`config.mk`:
```
export PLATFORM = sky130hd
export DESIGN_NAME = quad_decoder
export DESIGN_NICKNAME = d
export VERILOG_FILES = /design/src/rtl/qdec_pkg.sv /design/src/rtl/qdec_filter.sv /design/src/rtl/quad_decoder.sv
export SDC_FILE = /design/constraint.sdc
export NUM_CORES = 1
export LEC_CHECK = 0
export ABC_CLOCK_PERIOD_IN_PS = 1200
export BUFFER_PORTS_ARGS = -buffer_cell sky130_fd_sc_hd__buf_2
export CAP_MARGIN = 20
export CORE_AREA = 2 2 39 41
export CTS_CLUSTER_DIAMETER = 150
export DETAILED_ROUTE_END_ITERATION = 10
export DIE_AREA = 0 0 41 43
export GPL_ROUTABILITY_DRIVEN = 0
export SYNTH_ARGS = -nofsm -noshare
export SYNTH_HDL_FRONTEND = slang
export SYNTH_SLANG_ARGS = --single-unit
export TNS_END_PERCENT = 50
```
`constraint.sdc`:
```
create_clock -name clk -period 1.2 [get_ports clk]
set_clock_uncertainty 0.15 [all_clocks]
set_input_delay 0.12 -clock clk [delete_from_list [all_inputs] [get_ports clk]]
set_output_delay 0.12 -clock clk [all_outputs]
set_load 0.05 [all_outputs]
```
`src/rtl/qdec_pkg.sv`:
```
// Shared types and constants for the quadrature decoder and its counter.
// Phase encoding is {A,B}; forward (A leads B) Gray order is 00 -> 10 -> 11 -> 01.
package qdec_pkg;

  typedef logic [1:0] phase_t;

  localparam phase_t PH_00 = 2'b00;
  localparam phase_t PH_10 = 2'b10;
  localparam phase_t PH_11 = 2'b11;
  localparam phase_t PH_01 = 2'b01;

  // Direction encoding shared with the up/down counter's updown input
  localparam logic DIR_UP   = 1'b1;
  localparam logic DIR_DOWN = 1'b0;

  // Next state in forward Gray order
  function automatic phase_t gray_next(input phase_t p);
    case (p)
      PH_00:   return PH_10;
      PH_10:   return PH_11;
      PH_11:   return PH_01;
      default: return PH_00;
    endcase
  endfunction

  // Previous state in forward Gray order
  function automatic phase_t gray_prev(input phase_t p);
    case (p)
      PH_00:   return PH_01;
      PH_01:   return PH_11;
      PH_11:   return PH_10;
      default: return PH_00;
    endcase
  endfunction

endpackage

```
`src/rtl/qdec_filter.sv`:
```
// Single-channel stable-for-N debounce. The output follows the input only
// after the input has differed from it for FILT_LEN consecutive cycles;
// any agreeing cycle discards the partial run.
module qdec_filter
  import qdec_pkg::*;
#(
  parameter int FILT_LEN = 4
) (
  input  logic clk,
  input  logic rst,
  input  logic din,
  output logic dout
);

  localparam logic [3:0] LAST = 4'(FILT_LEN - 1);

  logic [3:0] cnt_q, cnt_d;
  logic       filt_q, filt_d;

  // Count the run of disagreeing cycles and accept the new value on the last one
  always_comb begin
    cnt_d  = cnt_q;
    filt_d = filt_q;
    if (din != filt_q) begin
      if (cnt_q == LAST) begin
        filt_d = din;
        cnt_d  = '0;
      end else begin
        cnt_d = cnt_q + 4'd1;
      end
    end else begin
      cnt_d = '0;
    end
  end

  // Filter state registers
  always_ff @(posedge clk or posedge rst) begin
    if (rst) begin
      cnt_q  <= '0;
      filt_q <= 1'b0;
    end else begin
      cnt_q  <= cnt_d;
      filt_q <= filt_d;
    end
  end

  assign dout = filt_q;

endmodule

```
`src/rtl/quad_decoder.sv`:
```
// Quadrature encoder front end: synchronises A/B, optionally debounces them,
// establishes a reference phase after reset, then emits one-cycle step strobes
// with a direction bit and a sticky error on two-bit phase jumps.
// Optional feature macro: QDEC_FILTER_EN (per-channel stable-for-FILT_LEN filters).
module quad_decoder
  import qdec_pkg::*;
#(
  parameter int FILT_LEN = 4
) (
  input  logic   clk,
  input  logic   rst,
  input  logic   a_in,
  input  logic   b_in,
  input  logic   err_clr,
  output logic   step,
  output logic   updown,
  output logic   err,
  output logic   ready,
  output phase_t phase
);

  if (FILT_LEN < 1 || FILT_LEN > 15) begin : g_bad_filt_len
    $error("quad_decoder: FILT_LEN must be in 1..15");
  end

  logic   a_s1_q, a_s2_q, b_s1_q, b_s2_q;
  logic   a_s1_d, a_s2_d, b_s1_d, b_s2_d;
  phase_t cur_ab;    // decoder's view of the encoder state
  phase_t prime_ab;  // value captured as reference when priming
  logic   prime_ok;  // reference may be taken this cycle

  // Two-flop synchroniser inputs
  always_comb begin
    a_s1_d = a_in;
    a_s2_d = a_s1_q;
    b_s1_d = b_in;
    b_s2_d = b_s1_q;
  end

  // Synchroniser registers
  always_ff @(posedge clk or posedge rst) begin
    if (rst) begin
      a_s1_q <= 1'b0;
      a_s2_q <= 1'b0;
      b_s1_q <= 1'b0;
      b_s2_q <= 1'b0;
    end else begin
      a_s1_q <= a_s1_d;
      a_s2_q <= a_s2_d;
      b_s1_q <= b_s1_d;
      b_s2_q <= b_s2_d;
    end
  end

`ifdef QDEC_FILTER_EN
  localparam logic [3:0] START_LEN = 4'(FILT_LEN);

  logic       a_f, b_f;
  logic [3:0] start_cnt_q, start_cnt_d;

  qdec_filter #(.FILT_LEN(FILT_LEN)) u_filt_a (
    .clk  (clk),
    .rst  (rst),
    .din  (a_s2_q),
    .dout (a_f)
  );

  qdec_filter #(.FILT_LEN(FILT_LEN)) u_filt_b (
    .clk  (clk),
    .rst  (rst),
    .din  (b_s2_q),
    .dout (b_f)
  );

  // Saturating count of cycles since reset release; gates priming so a
  // channel that never changes still waits FILT_LEN cycles
  always_comb begin
    start_cnt_d = (start_cnt_q == START_LEN) ? start_cnt_q : start_cnt_q + 4'd1;
  end

  // Startup counter register
  always_ff @(posedge clk or posedge rst) begin
    if (rst) start_cnt_q <= '0;
    else     start_cnt_q <= start_cnt_d;
  end

  // Prime only when nothing is in flight in either synchroniser or filter,
  // so the reference is the settled value and no change is pending
  assign cur_ab   = {a_f, b_f};
  assign prime_ab = cur_ab;
  assign prime_ok = (start_cnt_q == START_LEN) &&
                    (a_s1_q == a_f) && (a_s2_q == a_f) &&
                    (b_s1_q == b_f) && (b_s2_q == b_f);
`else
  logic start_q, start_d;

  // One-cycle startup delay after reset release
  always_comb begin
    start_d = 1'b1;
  end

  // Startup flag register
  always_ff @(posedge clk or posedge rst) begin
    if (rst) start_q <= 1'b0;
    else     start_q <= start_d;
  end

  // The reference is taken from the first stage: that is the value the
  // second stage holds after the priming edge, so no false change follows
  assign cur_ab   = {a_s2_q, b_s2_q};
  assign prime_ab = {a_s1_q, b_s1_q};
  assign prime_ok = start_q;
`endif

  logic   step_q, step_d;
  logic   updown_q, updown_d;
  logic   err_q, err_d;
  logic   ready_q, ready_d;
  phase_t phase_q, phase_d;

  // Priming and Gray-code decode; an illegal jump re-syncs phase and its set beats err_clr
  always_comb begin
    step_d   = 1'b0;
    updown_d = updown_q;
    err_d    = err_clr ? 1'b0 : err_q;
    ready_d  = ready_q;
    phase_d  = phase_q;
    if (!ready_q) begin
      if (prime_ok) begin
        ready_d = 1'b1;
        phase_d = prime_ab;
      end
    end else if (cur_ab != phase_q) begin
      phase_d = cur_ab;
      if (cur_ab == gray_next(phase_q)) begin
        step_d   = 1'b1;
        updown_d = DIR_UP;
      end else if (cur_ab == gray_prev(phase_q)) begin
        step_d   = 1'b1;
        updown_d = DIR_DOWN;
      end else begin
        err_d = 1'b1;
      end
    end
  end

  // Registered decoder outputs
  always_ff @(posedge clk or posedge rst) begin
    if (rst) begin
      step_q   <= 1'b0;
      updown_q <= 1'b0;
      err_q    <= 1'b0;
      ready_q  <= 1'b0;
      phase_q  <= PH_00;
    end else begin
      step_q   <= step_d;
      updown_q <= updown_d;
      err_q    <= err_d;
      ready_q  <= ready_d;
      phase_q  <= phase_d;
    end
  end

  assign step   = step_q;
  assign updown = updown_q;
  assign err    = err_q;
  assign ready  = ready_q;
  assign phase  = phase_q;

endmodule

```
==> flow_metrics.py <==
metrics = {
    "yosys": {
        "yosys.cell_count.top_type": "dfrtp_1",
        "ys_top_cells_by_area": "dfrtp_1, xnor2_1, mux2i_1, xor2_2, inv_1",
        "synth.cell_area_sq_um": 413,
        "ys_ff_latch": 11,
        "syn_area_per_cell_sq_um": 12.9,
        "synth_cells": 32,
        "async_reset_ff_share_pct": 100,
        "synth_edf_count": 0,
        "synth_top_cell_by_area": "dfrtp_1",
        "synth_nets": 37,
        "yosysSeqAreaShare_pct": 66.7,
        "synthDistinctLibCells": 14,
        "ys.flop_type": "dfrtp_1",
        "yosysTopAreaCellShare_pct": 66.7,
        "netlist_top_cells_count": "dfrtp_1, inv_1, xnor2_1",
        "yosys_warnings": 0,
    },
    "detailed_routing": {
        "viasPerCell": 4.07,
        "route.detailed.drc": 0,
        "postRouteAntennaNets": 0,
        "drt_first_iter_violations": 1,
        "wirelength_um": 629,
        "firstDrtPassIters": 2,
        "wl_per_cell_um": 9.25,
        "vias": 277,
    },
    "finish": {
        "syn2layout_area_growth_pct": 40.9,
        "ff_latch_area_sq_um": 279,
        "fillerInstances": 142,
        "antenna_cells": 0,
        "final_area_sq_um": 582,
        "fin_nets": 58,
        "drive_above_1_share_pct": 38.5,
        "multi_input_area_sq_um": 126,
        "fin_util_pct": 42.0,
    },
    "clocking": {
        "path_clk_slew_ns": 0.07,
        "tritoncts": "built",
        "htreeDepth": 1,
        "clkLatencyLatePin_ns": 0.26,
        "cts_buffers": 3,
        "cts-root-buf": "clkbuf_4",
        "clockBufferDepth": 2,
        "cts.sinks": 11,
    },
    "sta": {
        "hold_viol": 0,
        "setup_viol": 0,
        "fmax_mhz": 859,
        "rsz0062_at_grt": "yes",
        "period_minus_slack_ns": 1.16,
        "period_share_pct": 97.0,
        "maxSlewViolCount": 0,
    },
    "placement": {
        "io_buffers": 10,
        "dpl_cell_area_sq_um": 487,
    },
    "grt": {
        "grt_pass1_vias": 252,
        "grt_max_degree": 12,
        "busiest_layer": "met2",
        "grt_pass1_wl_um": 1100,
        "antenna_found_initial": 0,
        "grt_util_met2_pct": 13.1,
        "grtUsageTotal_pct": 9.81,
        "use_met3_pct": 9.42,
        "grt_use_met1_pct": 11.2,
        "grt_overflow": 0,
    },
    "pwr": {
        "peakVddDrop_v": 0.000849,
        "leakage_nw": 0.278,
        "power_density_nw_per_um2": 1460,
    },
    "critical_path": {
        "path_cells": "buf_4",
        "critPathRequiredTime_ns": 0.93,
        "start_kind": "register",
        "critPathSlowestCell": "dfrtp_2",
        "cp_num_buf_inv": 1,
        "slowest_delay_ns": 0.44,
        "worstSetupPathType": "register to primary output",
        "end_kind": "primary output",
        "worstPathArrival_ns": 0.89,
        "crit_family": "flip-flops",
        "crit_path_max_fanout": 6,
    },
    "die": {
        "row_count": 14,
        "initial_core_util_pct": 29.8,
        "die-area_sq_um": 1760,
        "core_sq_um": 1380,
        "ios": 11,
        "die_width_um": 41,
        "die_h_um": 43,
    },
    "outcome": {
        "outcome": "finished clean",
    },
    "run": {
        "timing.max_cap.violations": 0,
    },
    "hold_path": {
        "hp-class": "primary input to async pin",
    },
}
[per-stage QoR]
stage / hold WS (ns) / setup slack [ns] / std cells / setup TNS, ns / total power [W]
after floorplan: -0.178 / -0.00448 / 32 / -0.00448 / 0.000562
after global placement: -0.0212 / 0.0964 / 58 / 0 / 0.000601
after detailed placement: -0.0210 / 0.0990 / 58 / 0 / 0.000604
after CTS: 0.235 / 0.000584 / 66 / 0 / 0.000860
after global routing: 0.243 / 0.000450 / 68 / 0 / 0.000901
final: 0.225 / 0.0357 / 68 / 0 / 0.000848
[per-layer routing]
metal / up-vias / wire length, um
li1: 141 / -
met1: 128 / 274
met2: 8 / 317
met3: 0 / 37
met4: 0 / 0
met5: - / 0
[final cells by class]
cell class	count	share of cell area, %
clock buffers	4	4.52
well taps	16	3.44
flip-flops and latches	11	48.0
repair buffers	16	20.4
multi-input cells	18	21.7
inverters	3	1.94
[report_power, final]
part / internal [W] / total (W) / switching (W)
Sequential: 0.000403 / 0.000427 / 0.0000234
Clock: 0.000128 / 0.000236 / 0.000108
Combinational: 0.0000620 / 0.000185 / 0.000123
Total: 0.000593 / 0.000848 / 0.000255
[final timing paths]
| check | from | to | slack [ns] | depth (start not counted) |
|---|---|---|---|---|
| hold / removal | rst | updown | 0.23 | 3 |
| min in group clk | b_s1_q | b_s2_q | 0.23 | 0 |
| setup / recovery | ready | ready | 0.04 | 1 |
| setup reg to reg | a_s2_q | updown | 0.08 | 3 |
| max in group asynchronous | rst | phase[1] | 0.37 | 3 |
| hold reg to reg | b_s1_q | b_s2_q | 0.23 | 0 |
[placed cells by master, fill, tap and decap left out, types with 2 or more instances in the layout]
master | Yosys | final
xnor2_1 | 3 | 3
dfrtp_1 | 11 | 8
nand2_1 | 2 | 2
mux2i_1 | 2 | 2
inv_1 | 3 | 3
dlygate4sd3_1 | 0 | 4
o21ai_0 | 2 | 2
buf_4 | 0 | 4
clkbuf_4 | 0 | 4
dfrtp_2 | 0 | 3
a21oi_1 | 2 | 2
buf_2 | 0 | 6
[sequential cells by signal (all words and copies together) (netlist names)]
name	cells
b_s1_q	1
step	1
phase	2
updown	1
err	1
b_s2_q	1
prime_ok	1
a_s2_q	1
ready	1
a_s1_q	1
[kinds of logic (layout without fill, tap and decap cells)]
| logic type | Yosys count | in the layout | synth area share [%] |
|---|---|---|---|
| flip-flops | 11 | 11 | 66.7 |
| AO/OA/AOI/OAI | 6 | 6 | 8.18 |
| XOR/XNOR | 5 | 5 | 12.4 |
| AND/OR/NAND/NOR | 4 | 4 | 4.24 |
| buffers and inverters | 3 | 23 | 2.73 |
| multiplexers | 2 | 2 | 4.85 |
| other | 1 | 1 | 0.908 |
[tightest hold or removal path: cells and delay by family]
kind                   cells  cell delay (ns)
buffers and inverters      3             0.93
[what timing repair did]
item | 4_1_cts | 5_1_grt
hold endpoints to repair | 14 | 0
hold buffers | 4 | 0
gates resized for setup | 2 | 4
endpoints found under the setup margin | 2 | 5
buffers inserted | 0 | 2
cloned | 0 | 0
No activity file was read; power rests on OpenSTA's default activity.
